## src/rtl/acc_drain_arbiter.sv

```systemverilog
// Round-robin drain arbiter: one grant covers a whole ACC_SIZE-word burst
// from a single PE. The granted PE's word is registered onto a shared
// result bus, words are counted to find the burst end, and address order
// is checked against a running expected address.

// Per-PE gate: passes the PE's word only while that PE holds the grant,
// so the shared bus can be built as a plain OR of all lanes.
module acc_drain_lane #(
  parameter int AW = 4,
  parameter int DW = 16
) (
  input  logic          sel_i,
  input  logic          valid_i,
  input  logic [AW-1:0] addr_i,
  input  logic [DW-1:0] data_i,
  output logic          valid_o,
  output logic [AW-1:0] addr_o,
  output logic [DW-1:0] data_o
);
  assign valid_o = sel_i & valid_i;
  assign addr_o  = sel_i ? addr_i : '0;
  assign data_o  = sel_i ? data_i : '0;
endmodule

module acc_drain_arbiter #(
  parameter int NUM_PE     = 4,
  parameter int ACC_ADDR_W = 4,
  parameter int ACC_SIZE   = 9,
  parameter int DATA_W     = 16,
  localparam int IDW = (NUM_PE > 1) ? $clog2(NUM_PE) : 1,
  localparam int CW  = (ACC_SIZE > 1) ? $clog2(ACC_SIZE) : 1
) (
  input  logic                         clk_i,
  input  logic                         rst_i,      // asynchronous, active low
  input  logic                         en_i,
  input  logic [NUM_PE-1:0]            req_i,
  input  logic [NUM_PE-1:0]            valid_in_i,
  input  logic [NUM_PE*ACC_ADDR_W-1:0] addr_in_i,
  input  logic [NUM_PE*DATA_W-1:0]     data_in_i,
  output logic [NUM_PE-1:0]            grant_o,
  output logic                         out_valid_o,
  output logic [ACC_ADDR_W-1:0]        out_addr_o,
  output logic [DATA_W-1:0]            out_data_o,
  output logic [IDW-1:0]               out_pe_id_o,
  output logic                         burst_done_o,
  output logic                         busy_o,
  output logic                         err_o
);
  typedef enum logic [0:0] {IDLE, BURST} state_e;

  state_e                  ps_q;
  logic [IDW-1:0]          rr_q, gid_q;
  logic [CW-1:0]           wcnt_q;
  logic [ACC_ADDR_W-1:0]   exp_q;
  logic [NUM_PE-1:0]       grant_q;
  logic                    out_valid_q, burst_done_q, err_q;
  logic [ACC_ADDR_W-1:0]   out_addr_q;
  logic [DATA_W-1:0]       out_data_q;
  logic [IDW-1:0]          out_pe_id_q;

  logic [NUM_PE-1:0]                 lane_v;
  logic [NUM_PE-1:0][ACC_ADDR_W-1:0] lane_a;
  logic [NUM_PE-1:0][DATA_W-1:0]     lane_d;
  logic                  sel_v;
  logic [ACC_ADDR_W-1:0] sel_a;
  logic [DATA_W-1:0]     sel_d;
  logic                  win_vld;
  logic [IDW-1:0]        win_id, scan_idx, rr_nxt;
  logic [IDW:0]          scan_sum;

  for (genvar g = 0; g < NUM_PE; g++) begin : g_lane
    acc_drain_lane #(.AW(ACC_ADDR_W), .DW(DATA_W)) u_lane (
      .sel_i   (grant_q[g]),
      .valid_i (valid_in_i[g]),
      .addr_i  (addr_in_i[g*ACC_ADDR_W +: ACC_ADDR_W]),
      .data_i  (data_in_i[g*DATA_W +: DATA_W]),
      .valid_o (lane_v[g]),
      .addr_o  (lane_a[g]),
      .data_o  (lane_d[g])
    );
  end

  // Grant is one-hot during a burst, so OR-ing the gated lanes selects PE gid.
  always_comb begin
    sel_v = 1'b0;
    sel_a = '0;
    sel_d = '0;
    for (int i = 0; i < NUM_PE; i++) begin
      sel_v = sel_v | lane_v[i];
      sel_a = sel_a | lane_a[i];
      sel_d = sel_d | lane_d[i];
    end
  end

  // Round-robin pick: first requester at rr, rr+1, ... modulo NUM_PE.
  always_comb begin
    win_vld  = 1'b0;
    win_id   = '0;
    scan_sum = '0;
    scan_idx = '0;
    for (int k = 0; k < NUM_PE; k++) begin
      scan_sum = {1'b0, rr_q} + (IDW+1)'(k);
      if (scan_sum >= (IDW+1)'(NUM_PE)) scan_sum = scan_sum - (IDW+1)'(NUM_PE);
      scan_idx = scan_sum[IDW-1:0];
      if (!win_vld && req_i[scan_idx]) begin
        win_vld = 1'b1;
        win_id  = scan_idx;
      end
    end
  end

  assign rr_nxt = (gid_q == IDW'(NUM_PE-1)) ? '0 : gid_q + 1'b1;

  // Arbiter FSM with registered bus, burst tracking and sticky order error.
  always_ff @(posedge clk_i or negedge rst_i) begin
    if (!rst_i) begin
      ps_q         <= IDLE;
      rr_q         <= '0;
      gid_q        <= '0;
      wcnt_q       <= '0;
      exp_q        <= '0;
      grant_q      <= '0;
      out_valid_q  <= 1'b0;
      out_addr_q   <= '0;
      out_data_q   <= '0;
      out_pe_id_q  <= '0;
      burst_done_q <= 1'b0;
      err_q        <= 1'b0;
    end else begin
      burst_done_q <= 1'b0;
      case (ps_q)
        IDLE: begin
          out_valid_q <= 1'b0;
          if (en_i && win_vld) begin
            grant_q <= NUM_PE'(1) << win_id;
            gid_q   <= win_id;
            wcnt_q  <= '0;
            exp_q   <= '0;
            ps_q    <= BURST;
          end
        end
        BURST: begin
          out_valid_q <= sel_v;
          if (sel_v) begin
            out_addr_q  <= sel_a;
            out_data_q  <= sel_d;
            out_pe_id_q <= gid_q;
            wcnt_q      <= wcnt_q + 1'b1;
            exp_q       <= exp_q + 1'b1;
            if (sel_a != exp_q) err_q <= 1'b1;
            // Grant drops with the last word so the PE cannot re-enter send.
            if (wcnt_q == CW'(ACC_SIZE-1)) begin
              burst_done_q <= 1'b1;
              grant_q      <= '0;
              ps_q         <= IDLE;
              rr_q         <= rr_nxt;
              wcnt_q       <= '0;
            end
          end
        end
        default: ps_q <= IDLE;
      endcase
    end
  end

  assign grant_o      = grant_q;
  assign out_valid_o  = out_valid_q;
  assign out_addr_o   = out_addr_q;
  assign out_data_o   = out_data_q;
  assign out_pe_id_o  = out_pe_id_q;
  assign burst_done_o = burst_done_q;
  assign busy_o       = (ps_q == BURST);
  assign err_o        = err_q;
endmodule

```

## config.mk

```make
export PLATFORM = sky130hd
export DESIGN_NAME = acc_drain_arbiter
export DESIGN_NICKNAME = d
export VERILOG_FILES = /design/src/rtl/acc_drain_arbiter.sv
export SDC_FILE = /design/constraint.sdc
export NUM_CORES = 1
export LEC_CHECK = 0
export ABC_AREA = 0
export CAP_MARGIN = 20
export CELL_PAD_IN_SITES_DETAIL_PLACEMENT = 0
export CELL_PAD_IN_SITES_GLOBAL_PLACEMENT = 1
export CORE_AREA = 5 5 96 98
export DETAILED_ROUTE_END_ITERATION = 12
export DIE_AREA = 0 0 101 103
export PLACE_DENSITY_LB_ADDON = 0.12
export SLEW_MARGIN = 30
export SYNTH_ARGS = -nofsm -noshare
export SYNTH_HDL_FRONTEND = slang
export SYNTH_SLANG_ARGS = --single-unit
```

## constraint.sdc

```tcl
create_clock -name clk_i -period 2.25 [get_ports clk_i]
set_clock_uncertainty 0.15 [all_clocks]
set_input_delay 0.3375 -clock clk_i [delete_from_list [all_inputs] [get_ports clk_i]]
set_output_delay 0.3375 -clock clk_i [all_outputs]
set_load 0.005 [all_outputs]
```

## After elaboration in Yosys (flattened, before gate mapping)

Cells that the tools add are included.

| word-level totals | value |
|---|---|
| register bits | 42 |
| bits of input ports | 91 |
| output and inout bits | 30 |
| word-level logic and storage cells | 111 |

| cells by class | value |
|---|---|
| add/subtract/negate cells | 10 |
| $lt $le $gt $ge | 8 |
| equal/unequal tests | 6 |
| shift operators | 1 |
| mux-type cells | 47 |
| bitwise logic cells | 14 |
| reductions and logical operators | 13 |

Operators with widths:

| kind | count |
|---|---|
| two-way mux 16 bit | 4 |
| OR 16 bit | 3 |
| two-way mux 4 bit | 11 |
| one-hot mux 4 bit (2 select lines) | 3 |
| two-way mux 2 bit | 9 |
| two-way mux 1 bit | 14 |
| < comparator 2 x 3 -> 1 bit, second input constant | 4 |
| OR 4 bit | 3 |
| >= comparator 3 bit, second input constant | 3 |
| AND reduction 3 bit | 3 |
| adder 4 x 1 -> 4 bit, second input constant | 2 |
| binary-select mux 1 bit (select 2 bit) | 4 |
| subtractor 2 x 1 -> 2 bit, second input constant | 4 |
| adder 2 x 2 -> 3 bit, second input constant | 2 |
| AND reduction 2 bit | 3 |
| bitwise AND 1 bit | 4 |
| == test 4 bit, second input constant | 1 |
| logical AND 1 bit | 4 |
| != test 2 x 1 -> 1 bit, second input constant | 2 |
| != test 4 bit | 1 |
| one-hot mux 1 bit (2 select lines) | 2 |
| << shifter 1 x 2 -> 4 bit, first input constant | 1 |
| adder 2 x 1 -> 3 bit, second input constant | 1 |
| >= comparator 2 x 3 -> 1 bit, second input constant | 1 |
| 6 further kinds | 10 |

## Logic depth before layout (Yosys ltp)

| logic depth | value |
|---|---|
| depth after elaboration | 17 |
| gate-level depth with buffers | 8 |

## Hierarchy

Synthesis repeated with hierarchy kept, for this count alone.

| second synthesis, totals | value |
|---|---|
| cell total of the unflattened synthesis | 275 |
| area, all modules | 2602.5 µm² |

By module, submodules not included:

| module | instances | cells each | area an instance (µm²) | seq. area each (µm²) |
|---|---|---|---|---|
| acc_drain_arbiter | 1 | 183 | 1911.8 | 1051.0 |
| acc_drain_lane | 4 | 23 | 172.7 | 0.0 |

## Worst setup path before layout

No wires, ideal clock.

| timing path | value |
|---|---|
| path kind | input to register |
| start | input req_i[0] |
| end | register wcnt_q[3] |
| setup time | 0.118 ns |
| data arrival time | 1.541 ns |
| required time | 1.982 ns |
| path slack | 0.441 ns |
| stages on the path | 6 |
| buffers on the path | 1 |
| cell sequence | or4_1 -> and3_1 -> buf_6 -> o2111ai_2 -> xor2_1 -> nor2_1 |

| between the ends | value |
|---|---|
| longest elaborated chain between the ends | 15 |

RTL lines:

| what | RTL line | text |
|---|---|---|
| start: declaration | 36 | `input logic [NUM_PE-1:0] req_i,` |
| binary-select mux 1 bit (select 2 bit) | 105 | `if (!win_vld && req_i[scan_idx]) begin` |
| two-way mux 1 bit (not written as such) | 105 |  |
| two-way mux 1 bit | 105 |  |
| logical NOT 1 bit | 105 |  |
| logical AND 1 bit | 105 |  |
| two-way mux 1 bit | 105 |  |
| logical NOT 1 bit | 105 |  |
| logical AND 1 bit | 105 |  |
| two-way mux 1 bit | 105 |  |
| logical NOT 1 bit | 105 |  |
| logical AND 1 bit | 105 |  |
| two-way mux 1 bit (*) | 105 |  |
| logical AND 1 bit (*) | 134 | `if (en_i && win_vld) begin` |
| != test 2 bit (no line) (*) | n/a |  |
| AND reduction 2 bit (no line) (*) | n/a |  |
| end signal: assignment | 148 | `wcnt_q <= wcnt_q + 1'b1;` |
| end: declaration | 53 | `logic [CW-1:0] wcnt_q;` |

Every way passes the cells marked *; elsewhere a longest branch is shown, timed or not. The select of a mux whose other input is x is not followed.
A chain may end at the register's enable or synchronous reset.

## Worst setup path in the final report

| timing path | value |
|---|---|
| start | register grant_q[3] (netlist: grant_o[3]) |
| end | output grant_o[3] |

RTL lines:

| what | RTL line | text |
|---|---|---|
| start: declaration | 55 | `logic [NUM_PE-1:0] grant_q;` |
| start signal: assignment | 135 | `grant_q <= NUM_PE'(1) << win_id;` |
| end: declaration | 40 | `output logic [NUM_PE-1:0] grant_o,` |

No word-level cell between the ends.

==> results.toml <==
[floorplan]
fp.dieArea_sq_mm = 0.0104
design.core.area_sq_mm = 0.00838
pin_count = 121
initial_core_util = 0.256
die_x_um = 101
fp.dieH_um = 103
rows = 34

[sta]
whs_ps = 309
slew_headroom = 0.716
max_freq_mhz = 466
worst_pin_slew_ps = 426
hold_violations = 0
setup_tns_ps = 0
setup_violations = 0
rsz0062_at_grt = "false"
post-route-period-util = 0.954
slew_viol_final = 0
fin_crit_ps = 2150

[yosys]
synthXorXnorAreaFrac = 0.0327
synth_nets = 318
synth_mux_area_frac = 0.00467
syn_avg_cell_area_sq_um = 9.61
synth_top_family_by_area = "compound AO/OA/AOI/OAI gates"
ys_seq_area_frac = 0.491
synth.distinct_cells = 30
synth-adder-area-share = 0.0234
synthCells = 223
syn_area_sq_mm = 0.00214
synth-compound-area-share = 0.276
yosys.area_share.simple = 0.114
ys_warn_count = 0
ys_ff_latch = 42

[clock_network]
cts_resized = 0
clockBufferDepth = 2
cts_tree = "done"
cts_max_level = 2
insertion_delay_ps = 290
numCtsBuffers = 5
clkTransAtPathRegs_ps = 80
cts_sinks = 42
cts_root_buffer = "clkbuf_8"

[grt]
overflow = 0
grt_use_total = 0.140
antenna_found_initial = 0
grt_pass1_vias = 2255
grt_pass1_wl_um = 11300
grt_max_degree = 30

[status]
outcome = "completed"

[setup_path]
end_kind = "output port"
required_ps = 1760
r2r_start = "grant_o[3]"
r2r_end = "wcnt_q[0]"
cp_data_arrival_time_ps = 1660
reg2reg_setup_slack_ps = 380
critPathLaunchType = "flip-flop"
ff2ff_path_depth = 8
critPathMaxFanout = 17
startpoint = "grant_o[3]"
setup.worst_path.class = "flip-flop to output port"

[power_and_ir_drop]
peakVddDrop_mv = 0.220
p_per_area_mw_per_mm2 = 400
seqPwrFrac = 0.518
swShare = 0.211
p_leak_nw = 1.54
switching_power_mw = 0.308
combPwrFrac = 0.132
p_clk_frac = 0.350
p_int_mw = 1.15

[run]
drv_cap = 0

[placed_design]
gp_congestion = 0.772
hpwlAfterDp_um = 5660
portBuffers = 120
placedInstanceArea_sq_mm = 0.00354

[detailed_routing]
via_per_inst = 4.79
wl_per_cell_um = 16.0
num_vias = 2203
drt-initial-drc-count = 71
drt_wl_total_um = 7380
drc = 0
first_pass_iters = 4
postRouteAntennaNets = 0

[final_layout]
utilization = 0.435
nFillCells = 833
final_cell_mix = "119 x clkdlybuf4s50_1, 42 x dfrtp_1, 35 x a22oi_1"
stdcell_area_sq_mm = 0.00364
final_common_cell = "clkdlybuf4s50_1"
drive_above_1_share = 0.0795
area_delta_synth_final_pct = 70.1
diodes = 0
num-nets-final = 446

[worst_hold_path]
hp-class = "flip-flop to flip-flop"
hold_path_depth = 1
holdPathEnd = "err_o"
min-delay-start = "err_o"
worst max-delay path by stage:
stage	to	slack, ps
global route	grant_o[0]	20
CTS	grant_o[3]	70
detailed placement	grant_o[0]	-30
finish	grant_o[3]	100
global placement	wcnt_q[3]	5
floorplan	wcnt_q[3]	440
cells in the mapped netlist (all sizes together):
library cell	count	area, sq um
a221oi	4	35.0
nand2	20	75.1
inv	8	30.0
dfrtp	42	1050
or4	2	15.0
a22oi	35	263
mux2i	1	10.0
xor2	8	70.1
clkinv	1	3.75
a22o	6	52.6
nor2	27	104
a21o	2	15.0
nand3b	1	7.51
a21oi	7	35.0
nand4	2	12.5
buf	8	53.8
clkbuf	10	37.5
ha	4	50.1
and3	1	6.26
a31oi	16	100
nand3	5	25.0
o2bb2ai	3	26.3
o2111ai	1	15.0
o221ai	1	8.76
o21ai	8	40.0
worst max-delay path: stages (launching register included):
cell	delay, ps
dfrtp_1	510
buf_4	300
clkdlybuf4s50_1	540
through the flow:
stage / total power, mW / std cells / setup slack (ps)
after floorplan: 0.777 / 223 / 441
after global placement: 0.960 / 451 / 4.62
after detailed placement: 0.963 / 451 / -31.3
after CTS: 1.48 / 460 / 72.9
after global routing: 1.53 / 460 / 17.0
final: 1.46 / 460 / 105
cell type report:
cell class | instances | area, sq um | share of cell area
Multi-Input combinational cell | 154 | 966 | 0.265
Clock inverter | 1 | 5.00 | 0.00137
Tap cell | 108 | 135 | 0.0371
Timing Repair Buffer | 139 | 1370 | 0.375
Sequential cell | 42 | 1050 | 0.288
Inverter | 9 | 33.8 | 0.00927
Clock buffer | 7 | 86.3 | 0.0237
routing by layer:
layer,track usage,vias to the layer above,share of wire
met1,0.172,1035,0.41
met3,0.0359,10,0.064
met5,0,-,0
met2,0.238,82,0.51
met4,0.0521,0,0.014
li1,-,1076,-
state kept, by name (all words and copies together) (netlist names), 2 cells and up:
signal / count
gid_q: 2
out_pe_id_o: 2
rr_q: 2
out_addr_o: 4
exp_q: 4
grant_o: 4
out_data_o: 16
wcnt_q: 4
power by group through the flow:
stage                     registers, mW  logic [mW]  clock network (mW)
after global routing              0.754       0.206               0.568
after global placement            0.769       0.191                   0
after CTS                         0.754       0.196               0.535
final                             0.754       0.192               0.510
after detailed placement          0.769       0.194                   0
after floorplan                   0.769     0.00805                   0
timing repair:
item | in CTS | in global routing
endpoints found under the setup margin | 0 | 0
endpoints found under the hold margin | 16 | 0
setup buffers | 0 | 0
hold buffers | 1 | 0
kinds of logic (layout without fill, tap and decap cells):
family | count (synthesis) | count (layout)
muxes | 1 | 1
and+or+nand+nor | 58 | 58
AOI/OAI and AO/OA | 83 | 83
DFF | 42 | 42
adders and majority gates | 4 | 4
xor gates and xnor gates | 8 | 8
buffers and inverters | 27 | 156
Power figures use the tool's default switching activity.
